### config.mk
export PLATFORM = sky130hd
export DESIGN_NAME = uv_spi_txs_flat
export DESIGN_NICKNAME = d
export VERILOG_FILES = /design/src/rtl/uv_spi_txs_if.sv /design/src/rtl/uv_spi_txs.sv /design/src/flat_wrapper.sv
export SDC_FILE = /design/constraint.sdc
export NUM_CORES = 1
export LEC_CHECK = 0
export CAP_MARGIN = 20
export CORE_AREA = 4 4 135 137
export CTS_CLUSTER_SIZE = 14
export DETAILED_ROUTE_END_ITERATION = 8
export DIE_AREA = 0 0 139 141
export PLACE_DENSITY = 0.67
export SLEW_MARGIN = 40
export SYNTH_ARGS = -nofsm -noshare
export SYNTH_HDL_FRONTEND = slang
export SYNTH_SLANG_ARGS = --single-unit
export TNS_END_PERCENT = 10
### constraint.sdc
create_clock -name clk -period 8.8 [get_ports clk]
set_clock_uncertainty 0.05 [all_clocks]
set_input_delay 2.64 -clock clk [delete_from_list [all_inputs] [get_ports clk]]
set_output_delay 2.64 -clock clk [all_outputs]
set_load 0.005 [all_outputs]
### src/rtl/uv_spi_txs_if.sv
// TX queue pop handshake between the SPI TX queue and the serializer.
// Queue side presents rdy/dat; serializer returns a one-cycle pop strobe.
interface uv_spi_txs_if #(
  parameter int DAT_WIDTH = 32
);
  logic                 txq_rdy;
  logic                 txq_vld;
  logic [DAT_WIDTH-1:0] txq_dat;

  modport master (
    output txq_rdy,
    output txq_dat,
    input  txq_vld
  );

  modport slave (
    input  txq_rdy,
    input  txq_dat,
    output txq_vld
  );
endinterface

### src/rtl/uv_spi_txs.sv
// SPI transmit serializer: pops one queue word per frame and drives
// SCK/MOSI/CS_N with programmable CPOL/CPHA, bit order, length and divider.
module uv_spi_txs #(
  parameter int DAT_WIDTH = 32,
  parameter int LEN_WIDTH = 6,
  parameter int DIV_WIDTH = 16
) (
  input  logic                 clk,
  input  logic                 rst,
  uv_spi_txs_if.slave          txq,
  input  logic                 cfg_en,
  input  logic                 cfg_cpol,
  input  logic                 cfg_cpha,
  input  logic                 cfg_msb,
  input  logic [LEN_WIDTH-1:0] cfg_len,
  input  logic [DIV_WIDTH-1:0] cfg_div,
  output logic                 spi_sck,
  output logic                 spi_mosi,
  output logic                 spi_cs_n,
  output logic                 busy,
  output logic                 frm_done
);

  typedef enum logic [2:0] {
    IDLE,
    SETUP,
    SHIFT,
    HOLD,
    GAP
  } state_e;

  localparam logic [LEN_WIDTH-1:0] LMAX = LEN_WIDTH'(DAT_WIDTH);
  localparam logic [LEN_WIDTH-1:0] ONE  = LEN_WIDTH'(1);

  state_e               st_q, st_d;
  logic [DIV_WIDTH-1:0] hp_q, hp_d;
  logic [DIV_WIDTH-1:0] div_q, div_d;
  logic [LEN_WIDTH-1:0] bit_q, bit_d;
  logic [LEN_WIDTH-1:0] len_q, len_d;
  logic [DAT_WIDTH-1:0] sh_q, sh_d;
  logic                 ph_q, ph_d;
  logic                 cpha_q, cpha_d;
  logic                 msb_q, msb_d;
  logic                 sck_q, sck_d;
  logic                 mosi_q, mosi_d;
  logic                 csn_q, csn_d;
  logic                 busy_q, busy_d;
  logic                 done_q, done_d;

  logic [LEN_WIDTH-1:0] len_eff;
  logic [DAT_WIDTH-1:0] sh_ld;
  logic [DAT_WIDTH-1:0] sh_nx;
  logic                 head;
  logic                 hp_end;
  logic                 pop;

  assign pop     = (st_q == IDLE) && cfg_en && txq.txq_rdy && !rst;
  assign hp_end  = (hp_q == div_q);
  assign head    = msb_q ? sh_q[DAT_WIDTH-1] : sh_q[0];
  assign sh_nx   = msb_q ? (sh_q << 1) : (sh_q >> 1);
  assign len_eff = (cfg_len == '0 || cfg_len > LMAX) ? LMAX : cfg_len;
  // MSB-first frames are left-aligned so unused upper bits fall off the top
  assign sh_ld   = cfg_msb ? (txq.txq_dat << (LMAX - len_eff)) : txq.txq_dat;

  assign txq.txq_vld = pop;
  assign spi_sck     = sck_q;
  assign spi_mosi    = mosi_q;
  assign spi_cs_n    = csn_q;
  assign busy        = busy_q;
  assign frm_done    = done_q;

  // Next-state and registered-output logic for the frame sequencer
  always_comb begin
    st_d   = st_q;
    div_d  = div_q;
    bit_d  = bit_q;
    len_d  = len_q;
    sh_d   = sh_q;
    ph_d   = ph_q;
    cpha_d = cpha_q;
    msb_d  = msb_q;
    sck_d  = sck_q;
    mosi_d = mosi_q;
    csn_d  = csn_q;
    busy_d = busy_q;
    done_d = 1'b0;
    hp_d   = (st_q == IDLE || hp_end) ? '0 : hp_q + 1'b1;
    unique case (st_q)
      IDLE: begin
        sck_d  = cfg_cpol;
        csn_d  = 1'b1;
        busy_d = 1'b0;
        bit_d  = '0;
        ph_d   = 1'b0;
        if (pop) begin
          st_d   = SETUP;
          csn_d  = 1'b0;
          busy_d = 1'b1;
          div_d  = cfg_div;
          len_d  = len_eff;
          cpha_d = cfg_cpha;
          msb_d  = cfg_msb;
          sh_d   = sh_ld;
          if (!cfg_cpha) begin
            mosi_d = cfg_msb ? sh_ld[DAT_WIDTH-1] : sh_ld[0];
            sh_d   = cfg_msb ? (sh_ld << 1) : (sh_ld >> 1);
          end
        end
      end
      SETUP: begin
        if (hp_end) begin
          st_d  = SHIFT;
          sck_d = ~sck_q;
          ph_d  = 1'b1;
          if (cpha_q) begin
            mosi_d = head;
            sh_d   = sh_nx;
          end
        end
      end
      SHIFT: begin
        if (hp_end) begin
          if (ph_q) begin
            sck_d = ~sck_q;
            ph_d  = 1'b0;
            bit_d = bit_q + ONE;
            if (!cpha_q && bit_q != len_q - ONE) begin
              mosi_d = head;
              sh_d   = sh_nx;
            end
          end else if (bit_q == len_q) begin
            st_d = HOLD;
          end else begin
            sck_d = ~sck_q;
            ph_d  = 1'b1;
            if (cpha_q) begin
              mosi_d = head;
              sh_d   = sh_nx;
            end
          end
        end
      end
      HOLD: begin
        if (hp_end) begin
          st_d   = GAP;
          csn_d  = 1'b1;
          done_d = 1'b1;
        end
      end
      GAP: begin
        if (hp_end) begin
          st_d   = IDLE;
          busy_d = 1'b0;
        end
      end
      default: begin
        st_d = IDLE;
      end
    endcase
  end

  // State, counters, latched frame config and registered outputs
  always_ff @(posedge clk) begin
    if (rst) begin
      st_q   <= IDLE;
      hp_q   <= '0;
      div_q  <= '0;
      bit_q  <= '0;
      len_q  <= '0;
      sh_q   <= '0;
      ph_q   <= 1'b0;
      cpha_q <= 1'b0;
      msb_q  <= 1'b0;
      sck_q  <= 1'b0;
      mosi_q <= 1'b0;
      csn_q  <= 1'b1;
      busy_q <= 1'b0;
      done_q <= 1'b0;
    end else begin
      st_q   <= st_d;
      hp_q   <= hp_d;
      div_q  <= div_d;
      bit_q  <= bit_d;
      len_q  <= len_d;
      sh_q   <= sh_d;
      ph_q   <= ph_d;
      cpha_q <= cpha_d;
      msb_q  <= msb_d;
      sck_q  <= sck_d;
      mosi_q <= mosi_d;
      csn_q  <= csn_d;
      busy_q <= busy_d;
      done_q <= done_d;
    end
  end

endmodule

### src/flat_wrapper.sv
// flat-port wrapper written by rule: the top's interface ports become plain ports
module uv_spi_txs_flat 
#(
  parameter int DAT_WIDTH = 32,
  parameter int LEN_WIDTH = 6,
  parameter int DIV_WIDTH = 16
)
  (clk, rst, cfg_en, cfg_cpol, cfg_cpha, cfg_msb, cfg_len, cfg_div, spi_sck, spi_mosi, spi_cs_n, busy, frm_done, txq_txq_rdy, txq_txq_dat, txq_txq_vld);
  uv_spi_txs_if #(.DAT_WIDTH(DAT_WIDTH)) txq_i ();
  input  logic clk;
  input  logic rst;
  input  logic cfg_en;
  input  logic cfg_cpol;
  input  logic cfg_cpha;
  input  logic cfg_msb;
  input  logic [LEN_WIDTH-1:0] cfg_len;
  input  logic [DIV_WIDTH-1:0] cfg_div;
  output logic spi_sck;
  output logic spi_mosi;
  output logic spi_cs_n;
  output logic busy;
  output logic frm_done;
  input wire logic [$bits(txq_i.txq_rdy)-1:0] txq_txq_rdy;
  input wire logic [$bits(txq_i.txq_dat)-1:0] txq_txq_dat;
  output wire logic [$bits(txq_i.txq_vld)-1:0] txq_txq_vld;
  assign txq_i.txq_rdy = txq_txq_rdy;
  assign txq_i.txq_dat = txq_txq_dat;
  assign txq_txq_vld = txq_i.txq_vld;
  uv_spi_txs #(.DAT_WIDTH(DAT_WIDTH), .LEN_WIDTH(LEN_WIDTH), .DIV_WIDTH(DIV_WIDTH)) u_core (.clk(clk), .rst(rst), .txq(txq_i), .cfg_en(cfg_en), .cfg_cpol(cfg_cpol), .cfg_cpha(cfg_cpha), .cfg_msb(cfg_msb), .cfg_len(cfg_len), .cfg_div(cfg_div), .spi_sck(spi_sck), .spi_mosi(spi_mosi), .spi_cs_n(spi_cs_n), .busy(busy), .frm_done(frm_done));
endmodule
==> results.ini, run 1 <==
[synthesis]
netlist_area_sq_mm = 0.00757
synth_cells = 960
synth-edff-count = 0
synthesis.nets = 1025
ys_async_sr_fraction = 0
ys_seq_area_frac = 0.230
yosys_warnings = 0
avgSynthCellArea_sq_um = 7.88
synth_ff_type = dfxtp_1
yosys_register_bits = 87
synth.distinct_cells = 79

[die]
die_w_um = 139
core_sq_mm = 0.0171
initial_core_util = 0.444
io_pins = 67
die_area_sq_mm = 0.0196
num_rows = 48
die_h_um = 141

[place]
dpl_cell_area_sq_mm = 0.00830
hpwlAfterDp_um = 17100
gp_congestion = 0.944
dp.cells = 1191
portBuffers = 66

[sta]
max-slew-margin-rel = 0.437
maxSlewViolCount = 0
hold_viol_final = 0
finalSetupTns_ps = 0
period_share = 0.796
setup_viol = 0
tightest_slew_ps = 837
layout_min_cycle_time_ps = 7010
rsz0062_at_grt = false
fmax_mhz = 143

[route]
dr.pass1.iters = 5
drc = 0
drt_wl_total_um = 23600
first_iter_violations = 695
routedWlPerCell_um = 19.5
final_antenna_net_count = 0
vias = 7569
detail_route.vias_per_cell = 6.27

[clock_network]
cts_buffers = 9
root_buffer = clkbuf_16
post_cts_buffers = 0
insertion_delay_ps = 340
cts_resized = 0
clock-sinks = 87
clk_pin_slew_ps = 60
h-tree-depth = 3
cts_tree = built
postCtsHoldBufs = 0
clk_path_buf_depth = 2

[worst_setup_path]
path_cells = clkdlybuf4s50_1 > inv_2 > nand4_1 > inv_1 > buf_4 > clkdlybuf4s50_1
critPathSlowestCell = clkdlybuf4s50_1
path_class = in2out
cp.required_ps = 6110
cp_slowest_stage_delay_ps = 570
critPathCaptureType = primary output
cp_max_fo = 38
cpMostUsedCell = clkdlybuf4s50_1
worstPathArrival_ps = 4320
startpoint_type = primary input

[global_routing]
overflow = 0
grt_use_total = 0.236
grt_pass1_wl_um = 38200
grt_pass1_vias = 6946
grt_max_degree = 51
antenna_found_initial = 0

[power_and_ir_drop]
p_int_mw = 1.06
combPwrFrac = 0.465
power.switching_mw = 0.781
pwr-share-seq = 0.312
p_per_area_mw_per_mm2 = 214
peakVddDrop_mv = 0.122
clkPwrFrac = 0.223
power_leakage_nw = 3.09
power.share.switching = 0.423
power_mw = 1.85

[layout]
final_util = 0.506
layout.nets = 1042
drive_gt1_frac = 0.0896
num_antenna_cells = 0
stdcell_count = 1207
syn_to_final_growth_pct = 14.0
fin_area_sq_mm = 0.00862

[outcome]
status = finished clean

[min_path]
min_path_type = reg2reg

[run]
drv_cap = 0

-- placed cells by master (no fill, tap or decap), types with 5 or more instances in the layout --
cell type / synthesis / layout
o31ai_1: 6 / 6
o32ai_1: 5 / 5
o22ai_1: 8 / 8
nor4_1: 13 / 12
nand2b_1: 22 / 22
o211ai_1: 10 / 10
a221oi_1: 6 / 6
nor3_1: 25 / 25
a21oi_1: 66 / 65
or3_1: 11 / 11
a21o_1: 6 / 6
inv_1: 12 / 12
nor2b_1: 17 / 17
nor2_1: 65 / 65
xor2_1: 34 / 34
mux2i_1: 70 / 70
dfxtp_1: 87 / 86
and3_1: 7 / 7
buf_4: 6 / 17
clkbuf_16: 0 / 9
a31oi_1: 5 / 5
a211oi_1: 11 / 10
nand3_1: 45 / 45
clkdlybuf4s50_1: 0 / 64
o41ai_1: 6 / 6
mux2_2: 7 / 7
nand2_1: 114 / 114
o221ai_1: 14 / 14
a22oi_1: 6 / 6
o2111ai_1: 7 / 7
o21ai_0: 68 / 68
mux4_2: 25 / 25
nand4_1: 11 / 11
and2_1: 5 / 5
xnor2_1: 8 / 8
a311oi_1: 5 / 5
-- routing by layer --
metal,wire length (um),vias up,GRT usage
li1,-,3661,-
met1,11000,3544,0.343
met2,10300,322,0.363
met3,1740,42,0.0332
met4,553,0,0.0705
met5,0,-,0
-- worst max-delay path: cells and delay by family --
family,cells,cell delay [ps]
buffers and inverters,5,1550
and+or+nand+nor,1,110
-- worst paths after layout --
kind / from / endpoint / slack (ps) / depth (start not counted)
hold reg to reg: u_core.spi_cs_n$_SDFFE_PP1P_ / u_core.spi_cs_n$_SDFFE_PP1P_ / 410 / 1
hold / removal: u_core.spi_cs_n$_SDFFE_PP1P_ / u_core.spi_cs_n$_SDFFE_PP1P_ / 410 / 1
setup reg to reg: u_core.st_q[1]$_SDFFE_PP0P_ / u_core.sh_q[15]$_SDFFE_PP0P_ / 5670 / 7
setup / recovery: rst / txq_txq_vld / 1790 / 6
-- area by class of cell --
cell class	instances	area (sq um)
fill	1670	8430
multi-input combinational	781	5440
sequential	87	1750
timing repair buffer	83	778
tap	225	282
clock buffer	9	225
clock inverter	7	95.1
inverter	15	56.3
-- flip-flops by register name (all words and copies together) (netlist names) --
| signal | count |
|---|---|
| u_core.bit_q | 6 |
| u_core.busy | 1 |
| u_core.cpha_q | 1 |
| u_core.div_q | 16 |
| u_core.frm_done | 1 |
| u_core.hp_q | 16 |
| u_core.len_q | 6 |
| u_core.msb_q | 1 |
| u_core.ph_q | 1 |
| u_core.sh_q | 32 |
| u_core.spi_cs_n | 1 |
| u_core.spi_mosi | 1 |
| u_core.spi_sck | 1 |
| u_core.st_q | 3 |
-- cell usage after synthesis, types with 22 or more instances --
cell / instances / area [sq um]
clkbuf_1: 48 / 180
a21oi_1: 66 / 330
nor3_1: 25 / 125
dfxtp_1: 87 / 1740
mux4_2: 25 / 563
nand3_1: 45 / 225
nor2_1: 65 / 244
nand2_1: 114 / 428
nand2b_1: 22 / 138
o21ai_0: 68 / 340
xor2_1: 34 / 298
mux2i_1: 70 / 701
-- cell families after synthesis --
group                      share of synthesized area
AOI/OAI and AO/OA                              0.248
adders and majority gates                    0.00662
buffers and inverters                         0.0546
muxes                                          0.179
DFF                                            0.230
xor gates and xnor gates                      0.0529
and+or+nand+nor                                0.228
-- through the flow --
stage	worst slack (ps)	hold WS, ps
after global placement	1770	398
final	1790	412
after CTS	1760	415
after floorplan	2340	398
after detailed placement	1770	401
after global routing	1670	439
-- power groups by stage --
stage	clock [mW]	combinational, mW	sequential [mW]
2_1_floorplan	0	0.624	0.543
4_1_cts	0.421	0.848	0.573
5_1_grt	0.437	0.938	0.590
3_5_place_dp	0	0.842	0.582
6_report	0.412	0.858	0.575
3_3_place_gp	0	0.835	0.581
Power figures use the tool's default switching activity.
==> inputs of run 2 (changes only) <==
==> constraint.sdc (replaced) <==
create_clock -name clk -period 6.5 [get_ports clk]
set_clock_uncertainty 0.05 [all_clocks]
set_input_delay 1.95 -clock clk [delete_from_list [all_inputs] [get_ports clk]]
set_output_delay 1.95 -clock clk [all_outputs]
set_load 0.005 [all_outputs]
==> run 2 against run 1 <==
Against the previous run: core utilization rose by 0.41 points; sequential share of layout area decreased by 0.19 points; non-clock buffer count is 10 higher; routed wire length grew 2.2%; via count up 0.92%; cell count grew 0.83%; sequential cell count did not move; final area up 0.81%; worst hold slack improved by 13 ps.
==> results.ini, run 2 (same netlist as run 1, synthesis figures left out) <==
[outcome]
status = finished clean

[route]
routedWlPerCell_um = 19.8
vias = 7639
drc = 0
detail_route.vias_per_cell = 6.28
final_antenna_net_count = 0
drt_wl_total_um = 24100
dr.pass1.iters = 5
first_iter_violations = 641

[clock_network]
cts_resized = 0
post_cts_buffers = 0
postCtsHoldBufs = 0
cts_tree = built
clock-sinks = 87
clk_pin_slew_ps = 60
h-tree-depth = 3
clk_path_buf_depth = 2
insertion_delay_ps = 340
root_buffer = clkbuf_16
cts_buffers = 9

[layout]
final_util = 0.510
stdcell_count = 1217
largest-register = u_core.sh_q
final_common_cell = nand2_1
multi_input_area_sq_mm = 0.00545
num_antenna_cells = 0
layout.nets = 1052
nFillCells = 1699
top_regs = u_core.sh_q (32), u_core.div_q (16), u_core.hp_q (16)
register_area_sq_mm = 0.00174
drive_gt1_frac = 0.0988
syn_to_final_growth_pct = 14.9
largest_reg_flops = 32
most-common-layout-cells = nand2_1, dfxtp_1, mux2i_1, o21ai_0

[min_path]
min_path_type = reg2reg

[global_routing]
antenna_found_initial = 0
overflow = 0
grt_pass1_vias = 6846
grt_pass1_wl_um = 38400
grt_max_degree = 51
grt_use_total = 0.239

[place]
dp.cells = 1201
gp_congestion = 0.988
hpwlAfterDp_um = 17600
portBuffers = 66

[power_and_ir_drop]
peakVddDrop_mv = 0.155
power_leakage_nw = 3.12
p_per_area_mw_per_mm2 = 286

[sta]
hold_viol_final = 0
maxSlewViolCount = 0
finalSetupTns_ps = 0
layout_min_cycle_time_ps = 5610
fmax_mhz = 178
rsz0062_at_grt = false
max-slew-margin-rel = 0.475
tightest_slew_ps = 783
setup_viol = 0
period_share = 0.863
hold_ws_ps = 425

[worst_setup_path]
startpoint_type = primary input
critPathTopFamily = simple AND/OR/NAND/NOR gates
path_class = in2reg
cp.required_ps = 6710
cp_max_fo = 14
worstPathArrival_ps = 5820
critPathSlowestCell = clkdlybuf4s50_1
critPathBufInv = 2
cp_slowest_stage_delay_ps = 770
critPathCaptureType = flip-flop
path_cells = clkdlybuf4s50_1 > inv_1 > nand2_1 > ha_1 > nand2b_1 > nand4_1 > a2111oi_0 > nor4b_1 > a2111o_1 > o221ai_1

[run]
drv_cap = 0

[die]
core_sq_mm = 0.0171
num_rows = 48
die_area_sq_mm = 0.0196
die_h_um = 141
io_pins = 67
initial_core_util = 0.444
die_w_um = 139

## run 2: per-stage QoR
| stage | total power [mW] | setup WS, ps | instance area (sq um) |
|---|---|---|---|
| floorplan | 1.58 | 1210 | 7570 |
| global placement | 1.93 | 716 | 8370 |
| detailed placement | 1.93 | 644 | 8380 |
| CTS | 2.47 | 973 | 8690 |
| global route | 2.65 | 677 | 8690 |
| finish | 2.48 | 887 | 8690 |
## run 2: layout make-up
cell class / instances / area share
clock inverter: 6 / 0.00777
inverter: 15 / 0.00648
timing repair buffer: 93 / 0.0987
tap: 225 / 0.0324
clock buffer: 10 / 0.0275
multi-input combinational: 781 / 0.627
sequential: 87 / 0.200
## run 2: metal layers
metal	wire, um	GRT usage
met2	10400	0.358
met3	1920	0.0410
met1	11200	0.354
met4	503	0.0644
met5	0	0
## run 2: power breakdown
| part | switching [mW] | internal [mW] | total (mW) |
|---|---|---|---|
| Sequential | 0.136 | 0.640 | 0.776 |
| Combinational | 0.707 | 0.472 | 1.18 |
| Clock | 0.221 | 0.310 | 0.530 |
## run 2: path summary, 6_finish.rpt
check | slack [ps] | start | to | cells past startpoint
min reg2reg | 420 | u_core.div_q[13]$_SDFFE_PP0P_ | u_core.div_q[13]$_SDFFE_PP0P_ | 2
min | 420 | u_core.div_q[13]$_SDFFE_PP0P_ | u_core.div_q[13]$_SDFFE_PP0P_ | 2
max reg2reg | 3430 | u_core.st_q[1]$_SDFFE_PP0P_ | u_core.sh_q[23]$_SDFFE_PP0P_ | 7
max | 890 | cfg_len[5] | u_core.spi_mosi$_SDFFE_PP0P_ | 10
## run 2: worst reg2reg max path, stage by stage, from the launching register on
cell	delay [ps]
dfxtp_1	690
nor4bb_1	720
or2_2	670
nor2_1	80
o21ai_0	260
o41ai_1	130
nor4_1	270
a31o_2	140
==> inputs of run 3 (changes only) <==
--- a/config.mk
+++ b/config.mk
@@ -11,7 +11,6 @@
 export DETAILED_ROUTE_END_ITERATION = 8
 export DIE_AREA = 0 0 139 141
 export PLACE_DENSITY = 0.67
-export SLEW_MARGIN = 40
 export SYNTH_ARGS = -nofsm -noshare
 export SYNTH_HDL_FRONTEND = slang
 export SYNTH_SLANG_ARGS = --single-unit
==> run 3 against run 2 <==
Against the previous run: non-clock buffer count did not move; critical path depth stayed put; final area decreased by 0.20%; combinational power barely moved; cell count is the same; sequential power hardly changed; register-to-register slack lost 80 ps; critical path type unchanged.
==> results.ini, run 3 (same netlist as run 1, synthesis figures left out) <==
[clock_network]
h-tree-depth = 3
postCtsHoldBufs = 0
clk_path_buf_depth = 2
insertion_delay_ps = 340
post_cts_buffers = 0
cts_tree = built
clk_pin_slew_ps = 60
cts_resized = 0
cts_buffers = 9
clock-sinks = 87
root_buffer = clkbuf_16

[min_path]
min_path_type = reg2reg
min_to = u_core.div_q[13]$_SDFFE_PP0P_
hold_depth = 2
worstHoldStart = u_core.div_q[13]$_SDFFE_PP0P_

[worst_setup_path]
critPathBufInv = 2
critPathCaptureType = flip-flop
cp_max_fo = 14
rr_startpoint = u_core.st_q[1]$_SDFFE_PP0P_
cp.required_ps = 6710
critPathSlowestCell = clkdlybuf4s50_1
worstPathArrival_ps = 5760
path_cells = clkdlybuf4s50_1 > inv_1 > nand2_1 > ha_1 > nand2b_1 > nand4_1 > a2111oi_0 > nor4b_1 > a2111o_1 > o221ai_1
path_class = in2reg
critPathTopFamily = simple AND/OR/NAND/NOR gates
cp_slowest_stage_delay_ps = 750
rr_endpoint = u_core.sh_q[15]$_SDFFE_PP0P_
reg2regPathDepth = 7
startpoint_type = primary input
r2r_slack_ps = 3350

[die]
die_area_sq_mm = 0.0196
io_pins = 67
initial_core_util = 0.444
die_w_um = 139
core_sq_mm = 0.0171
num_rows = 48
die_h_um = 141

[route]
drc = 0
detail_route.vias_per_cell = 6.30
first_iter_violations = 600
routedWlPerCell_um = 19.6
final_antenna_net_count = 0
dr.pass1.iters = 6
vias = 7662
drt_wl_total_um = 23900

[outcome]
status = finished clean

[sta]
setup_viol = 0
rsz0062_at_grt = false
layout_min_cycle_time_ps = 5550
maxSlewViolCount = 0
tightest_slew_ps = 958
max-slew-margin-rel = 0.355
fmax_mhz = 180
hold_viol_final = 0
finalSetupTns_ps = 0
period_share = 0.854
final.setup.worst_slack_ps = 947

[layout]
layout.nets = 1052
largest-register = u_core.sh_q
num_antenna_cells = 0
largest_reg_flops = 32
final_common_cell = nand2_1
drive_gt1_frac = 0.0958
top_regs = u_core.sh_q (32), u_core.div_q (16), u_core.hp_q (16)
syn_to_final_growth_pct = 14.7
most-common-layout-cells = nand2_1, dfxtp_1, mux2i_1, o21ai_0

[global_routing]
grt_pass1_wl_um = 38600
overflow = 0
grt_max_degree = 51
grt_pass1_vias = 6938
grt_use_total = 0.238
antenna_found_initial = 0

[place]
hpwlAfterDp_um = 17600
portBuffers = 66
gp_congestion = 0.988
pre_cts_ws_ps = 644

[power_and_ir_drop]
peakVddDrop_mv = 0.139
power_leakage_nw = 3.12
p_per_area_mw_per_mm2 = 285

[run]
drv_cap = 0

[run 3: worst max-delay path by stage]
stage | start | end | slack, ps | cells after the start
finish | cfg_len[5] | u_core.spi_mosi$_SDFFE_PP0P_ | 950 | 10
detailed placement | cfg_len[5] | u_core.spi_mosi$_SDFFE_PP0P_ | 640 | 10
floorplan | cfg_len[5] | u_core.sh_q[28]$_SDFFE_PP0P_ | 1210 | 16
global route | cfg_len[5] | u_core.spi_mosi$_SDFFE_PP0P_ | 660 | 10
global placement | cfg_len[5] | u_core.spi_mosi$_SDFFE_PP0P_ | 720 | 10
CTS | cfg_len[5] | u_core.spi_mosi$_SDFFE_PP0P_ | 970 | 10
[run 3: metrics by stage]
stage	hold WS [ps]	area [sq um]	std cells	utilization	power, mW
after global routing	444	8680	1217	0.509	2.64
after floorplan	398	7570	960	-	1.58
after CTS	429	8680	1217	0.509	2.47
final	423	8680	1217	0.509	2.48
after detailed placement	417	8370	1201	0.491	1.93
after global placement	396	8370	1201	0.491	1.93
[run 3: layer usage]
layer / up-vias / part of all wire / global-route usage
met1: 3598 / 0.47 / 0.358
met5: - / 0 / 0
li1: 3677 / - / -
met4: 0 / 0.020 / 0.0649
met2: 346 / 0.44 / 0.361
met3: 41 / 0.076 / 0.0285
[run 3: layout make-up]
| type | instances | area [sq um] |
|---|---|---|
| clock buffer | 10 | 239 |
| clock inverter | 6 | 67.6 |
| fill | 1713 | 8380 |
| inverter | 15 | 56.3 |
| multi-input combinational | 781 | 5430 |
| sequential | 87 | 1740 |
| tap | 225 | 282 |
| timing repair buffer | 93 | 858 |
[run 3: power by group]
| part | switching [mW] | leakage, nW | internal (mW) |
|---|---|---|---|
| combinational | 0.703 | 2.27 | 0.471 |
| clock | 0.219 | 0.145 | 0.310 |
| sequential | 0.134 | 0.708 | 0.640 |
[run 3: tightest hold or removal path: stages (launching register included)]
cell and delay [ps]:
dfxtp_1 320, nand2_1 50, o21ai_0 60
==> patch 1 (flow settings as in run 2) <==
`LEN_WIDTH` is set to 6 in 2 places; all go to 3.
--- a/src/rtl/uv_spi_txs.sv
+++ b/src/rtl/uv_spi_txs.sv
@@ -3,5 +3,5 @@
 module uv_spi_txs #(
   parameter int DAT_WIDTH = 32,
-  parameter int LEN_WIDTH = 6,
+  parameter int LEN_WIDTH = 3,
   parameter int DIV_WIDTH = 16
 ) (
--- a/src/flat_wrapper.sv
+++ b/src/flat_wrapper.sv
@@ -3,5 +3,5 @@
 #(
   parameter int DAT_WIDTH = 32,
-  parameter int LEN_WIDTH = 6,
+  parameter int LEN_WIDTH = 3,
   parameter int DIV_WIDTH = 16
 )
Interface: changed (resized cfg_len); port bits go from 67 to 64. No check against the original RTL was run, so the function may have changed too.
==> patch 1 against run 2 <==
Design area fell by 26%; setup slack lost 43 ps; global-route usage is 10 points lower; area after synthesis fell by 29%; combinational power down 32%; routed wire length down 45%; via count fell by 38%; sequential cell count shrank 9; final cell count is 27% lower; total power decreased by 17%; clock power is 9.6% higher; first-iteration DRC count down 50%; sequential power shrank 13%; critical path type is now input port to output port; largest cell class unchanged.
==> patch 1: results (changes against run 2) <==
Outcome
  – Status: finished clean

Synth
  – Post-Synth XOR/XNOR Area: 0.0508 (-0.00216)
  – Adder-Cell Fraction of Synth Area: 0.00702 (+0.000403)
  – Ranking of synthesized cells by area: dfxtp_1, mux2_2, mux2i_1, nand2_1, a21oi_1
  – Seq/Total Area, Yosys: 0.292 (+0.0617)
  – Synth Area in Compound Gates: 0.240 (-0.00836)
  – Synthesized net count: 700 (-32%)
  – Post-synth cell types: 50 (-37%)
  – Post-synthesis mux area share: 0.190 (+0.0105)
  – Most frequent cells after synthesis: dfxtp_1, nand2_1, mux2_2

Global route
  – Met1 Usage GRT: 0.187 (-0.167)
  – Largest net degree at the start of global routing: 97 (+90%)
  – Vias in the first global route: 4563 (-33%)
  – Met2 usage in global routing: 0.211 (-0.147)
  – Global routing usage on met3: 0.0343 (-0.00678)
  – Overall Global Routing Usage: 0.135 (-0.104)
  – First-pass GRT wire length: 22.6 mm (-41%)

Setup path
  – Crit-path max FO: 20 (+6)
  – Worst R2R Setup Slack: 4050 ps (+620 ps)
  – Worst reg-to-reg path cell count: 6 (-1)

Route
  – Initial DRC count: 323 (-50%)
  – Drt via density: 5.28 (-16%)
  – Pre-Repair DR Iteration Count: 4 (-1)
  – DR WL/cell: 14.8 microns (-25%)

Placed design
  – Placer congestion estimate: 0.791 (-20%)
  – Buffers added on ports: 60 (-9.1%)

STA
  – Worst-Margin Slew: 714 ps (-69.1 ps)
  – Fin Hold WS: 419 ps (-5.58 ps)

Power
  – Maximum vdd ir drop: 0.171 mV (+10%)
  – Pleak: 2.40 nW (-23%)

Final layout
  – Layout cells sized above 1: 0.141 (+0.0417)
  – Number of fill cells in the layout: 1765 (+3.9%)
  – Nets: 725 (-31%)

Clock tree
  – Root Buffer: clkbuf_16
## patch 1: cell type report
class | count | area, sq um | share of cell area
Inverter | 9 | 36.3 | 0.00565
Multi-Input combinational cell | 497 | 3520 | 0.548
Tap cell | 225 | 282 | 0.0438
Clock buffer | 10 | 229 | 0.0356
Clock inverter | 6 | 110 | 0.0171
Timing Repair Buffer | 69 | 684 | 0.106
Sequential cell | 78 | 1560 | 0.243
## patch 1: final timing paths
path	from	end
max	txq_txq_rdy	txq_txq_vld
max reg2reg	u_core.st_q[0]$_SDFFE_PP0P_	u_core.spi_mosi$_SDFFE_PP0P_
min reg2reg	u_core.div_q[13]$_SDFFE_PP0P_	u_core.div_q[13]$_SDFFE_PP0P_
min	u_core.div_q[13]$_SDFFE_PP0P_	u_core.div_q[13]$_SDFFE_PP0P_
## patch 1: power by group
group	switching, mW	internal, mW
Sequential	0.103	0.569
Clock	0.206	0.375
Combinational	0.427	0.374
## patch 1: critical path: stages
cell,delay [ps]
clkdlybuf4s50_1,450
nand2_1,130
or3_1,330
buf_4,210
inv_1,90
clkdlybuf4s50_1,490
## patch 1: kinds of logic after synthesis
group	Yosys count
AOI/OAI and AO/OA	182
xor gates and xnor gates	31
adders and majority gates	3
buffers and inverters	64
DFF	78
muxes	94
and+or+nand+nor	187
## patch 1: through the flow
step / area (sq um) / setup slack, ps / total power, mW / std cells
after floorplan: 5350 / 1930 / 1.27 / 639
after global placement: 6050 / 842 / 1.46 / 877
after detailed placement: 6090 / 828 / 1.48 / 878
after CTS: 6430 / 828 / 2.06 / 894
after global routing: 6430 / 754 / 2.18 / 894
final: 6430 / 844 / 2.05 / 894
## patch 1: layer usage
metal / routed length, microns / vias to the layer above
li1: - / 2379
met1: 6650 / 2222
met2: 5720 / 112
met3: 718 / 11
met4: 115 / 0
met5: 0 / -
==> patch 2 (flow settings as in run 2) <==
Made on the original files. Encoding of `state_e`: now Gray code (3 bits for 5 states).
--- a/src/rtl/uv_spi_txs.sv
+++ b/src/rtl/uv_spi_txs.sv
@@ -23,9 +23,9 @@
 
   typedef enum logic [2:0] {
-    IDLE,
-    SETUP,
-    SHIFT,
-    HOLD,
-    GAP
+    IDLE  = 3'b000,
+    SETUP = 3'b001,
+    SHIFT = 3'b011,
+    HOLD  = 3'b010,
+    GAP   = 3'b110
   } state_e;
 
Formal check against the unedited RTL: same outputs for any inputs over 4 cycles, from zero or initial values and one cycle with rst high; so few cycles prove little.
==> patch 2 against run 2 <==
Setup slack improved by 200 ps; area after synthesis decreased by 3.6%; sequential cell count unchanged; global-route usage decreased by 3.0 points; design area decreased by 4.8%; maximum frequency increased by 3.7%; routed wire length decreased by 11%; via count decreased by 9.6%; critical path type unchanged; largest cell class unchanged.
Power is not compared: it rests on default switching activity, and its combinational part moved more than twofold at a synthesized area within 25%.
==> patch 2: results (changes against run 2) <==
Outcome
  – Status: finished clean

Synth
  – Gate Count Post-Synth: 850 (-11%)
  – Ranking of synthesized cells by area: dfxtp_1, mux2i_1, mux4_2, nand2_1, a21oi_1
  – Synthesized net count: 915 (-11%)

Placed design
  – Placement Cell Area: 7990 sq um (-4.7%)
  – DP HPWL: 15.2 mm (-14%)
  – Post-Place Setup Slack: 762 ps (+118 ps)
  – Placer congestion estimate: 0.989 (about the same)

Final layout
  – Layout cells sized above 1: 0.104 (+0.00545)
  – Number of fill cells in the layout: 1649 (-2.9%)
  – Nets: 933 (-11%)
  – Final std cells w/o fill: 1098 (-9.8%)
  – Area Overhead vs Synth: 13.5%

STA
  – Final min period: 5410 ps (-200 ps)
  – Worst-Margin Slew: 801 ps (+18.6 ps)

Setup path
  – Worst R2R Setup Slack: 3450 ps (+20 ps)
  – Reg2reg start: u_core.st_q[0]$_SDFFE_PP0P_
  – Worst endpoint data arrival time: 5630 ps (-190 ps)

Global route
  – Largest net degree at the start of global routing: 67 (+31%)
  – Overall Global Routing Usage: 0.209 (-0.0297)
  – Vias in the first global route: 6465 (-5.6%)
  – First-pass GRT wire length: 33.9 mm (-12%)

Route
  – DR WL/cell: 19.4 microns (-1.9%)
  – Drt via density: 6.29 (+0.19%)
  – Initial DRC count: 639 (-0.31%)

Min path
  – Hold path startpoint: u_core.sh_q[8]$_SDFFE_PP0P_
-- patch 2: final cells by class --
cell class | count | share of cell area
clock buffers | 10 | 0.0289
clock inverters | 6 | 0.00620
inverters | 19 | 0.00862
multi-input cells | 672 | 0.620
flip-flops and latches | 87 | 0.211
well taps | 225 | 0.0340
repair buffers | 79 | 0.0916
-- patch 2: worst max-delay path: stages --
cell	delay, ps
clkdlybuf4s50_1	640
nor2b_4	210
inv_2	110
ha_1	710
clkinv_1	480
mux4_2	380
and2_1	190
o31ai_2	380
nand3b_1	190
a22o_1	240
o22ai_1	130
-- patch 2: report_power, final --
part	internal [mW]	switching (mW)	leakage [nW]	total, mW
logic	0.244	0.313	1.93	0.557
registers	0.567	0.0397	0.708	0.607
clock network	0.276	0.230	0.145	0.506
-- patch 2: worst max path at each step --
stage,start,endpoint,cells after the start
after CTS,cfg_len[5],u_core.sh_q[25]$_SDFFE_PP0P_,12
after global placement,cfg_len[5],u_core.sh_q[25]$_SDFFE_PP0P_,12
after global routing,cfg_len[5],u_core.sh_q[17]$_SDFFE_PP0P_,11
final,cfg_len[5],u_core.sh_q[29]$_SDFFE_PP0P_,11
after detailed placement,cfg_len[5],u_core.sh_q[25]$_SDFFE_PP0P_,12
after floorplan,rst,txq_txq_vld,5
-- patch 2: logic make-up (layout without fill, tap and decap cells) --
logic type	Yosys count	count (layout)	share of synthesized area
DFF	87	87	0.239
xor gates and xnor gates	40	40	0.0532
muxes	121	121	0.219
and+or+nand+nor	260	260	0.183
adders and majority gates	4	4	0.00686
buffers and inverters	91	114	0.0580
AOI/OAI and AO/OA	247	247	0.241
-- patch 2: routing by layer --
layer	part of all wire	GRT usage	vias to the layer above
met2	0.46	0.334	269
li1	-	-	3292
met4	0.020	0.0597	0
met5	0	0	-
met3	0.070	0.0509	41
met1	0.45	0.283	3303
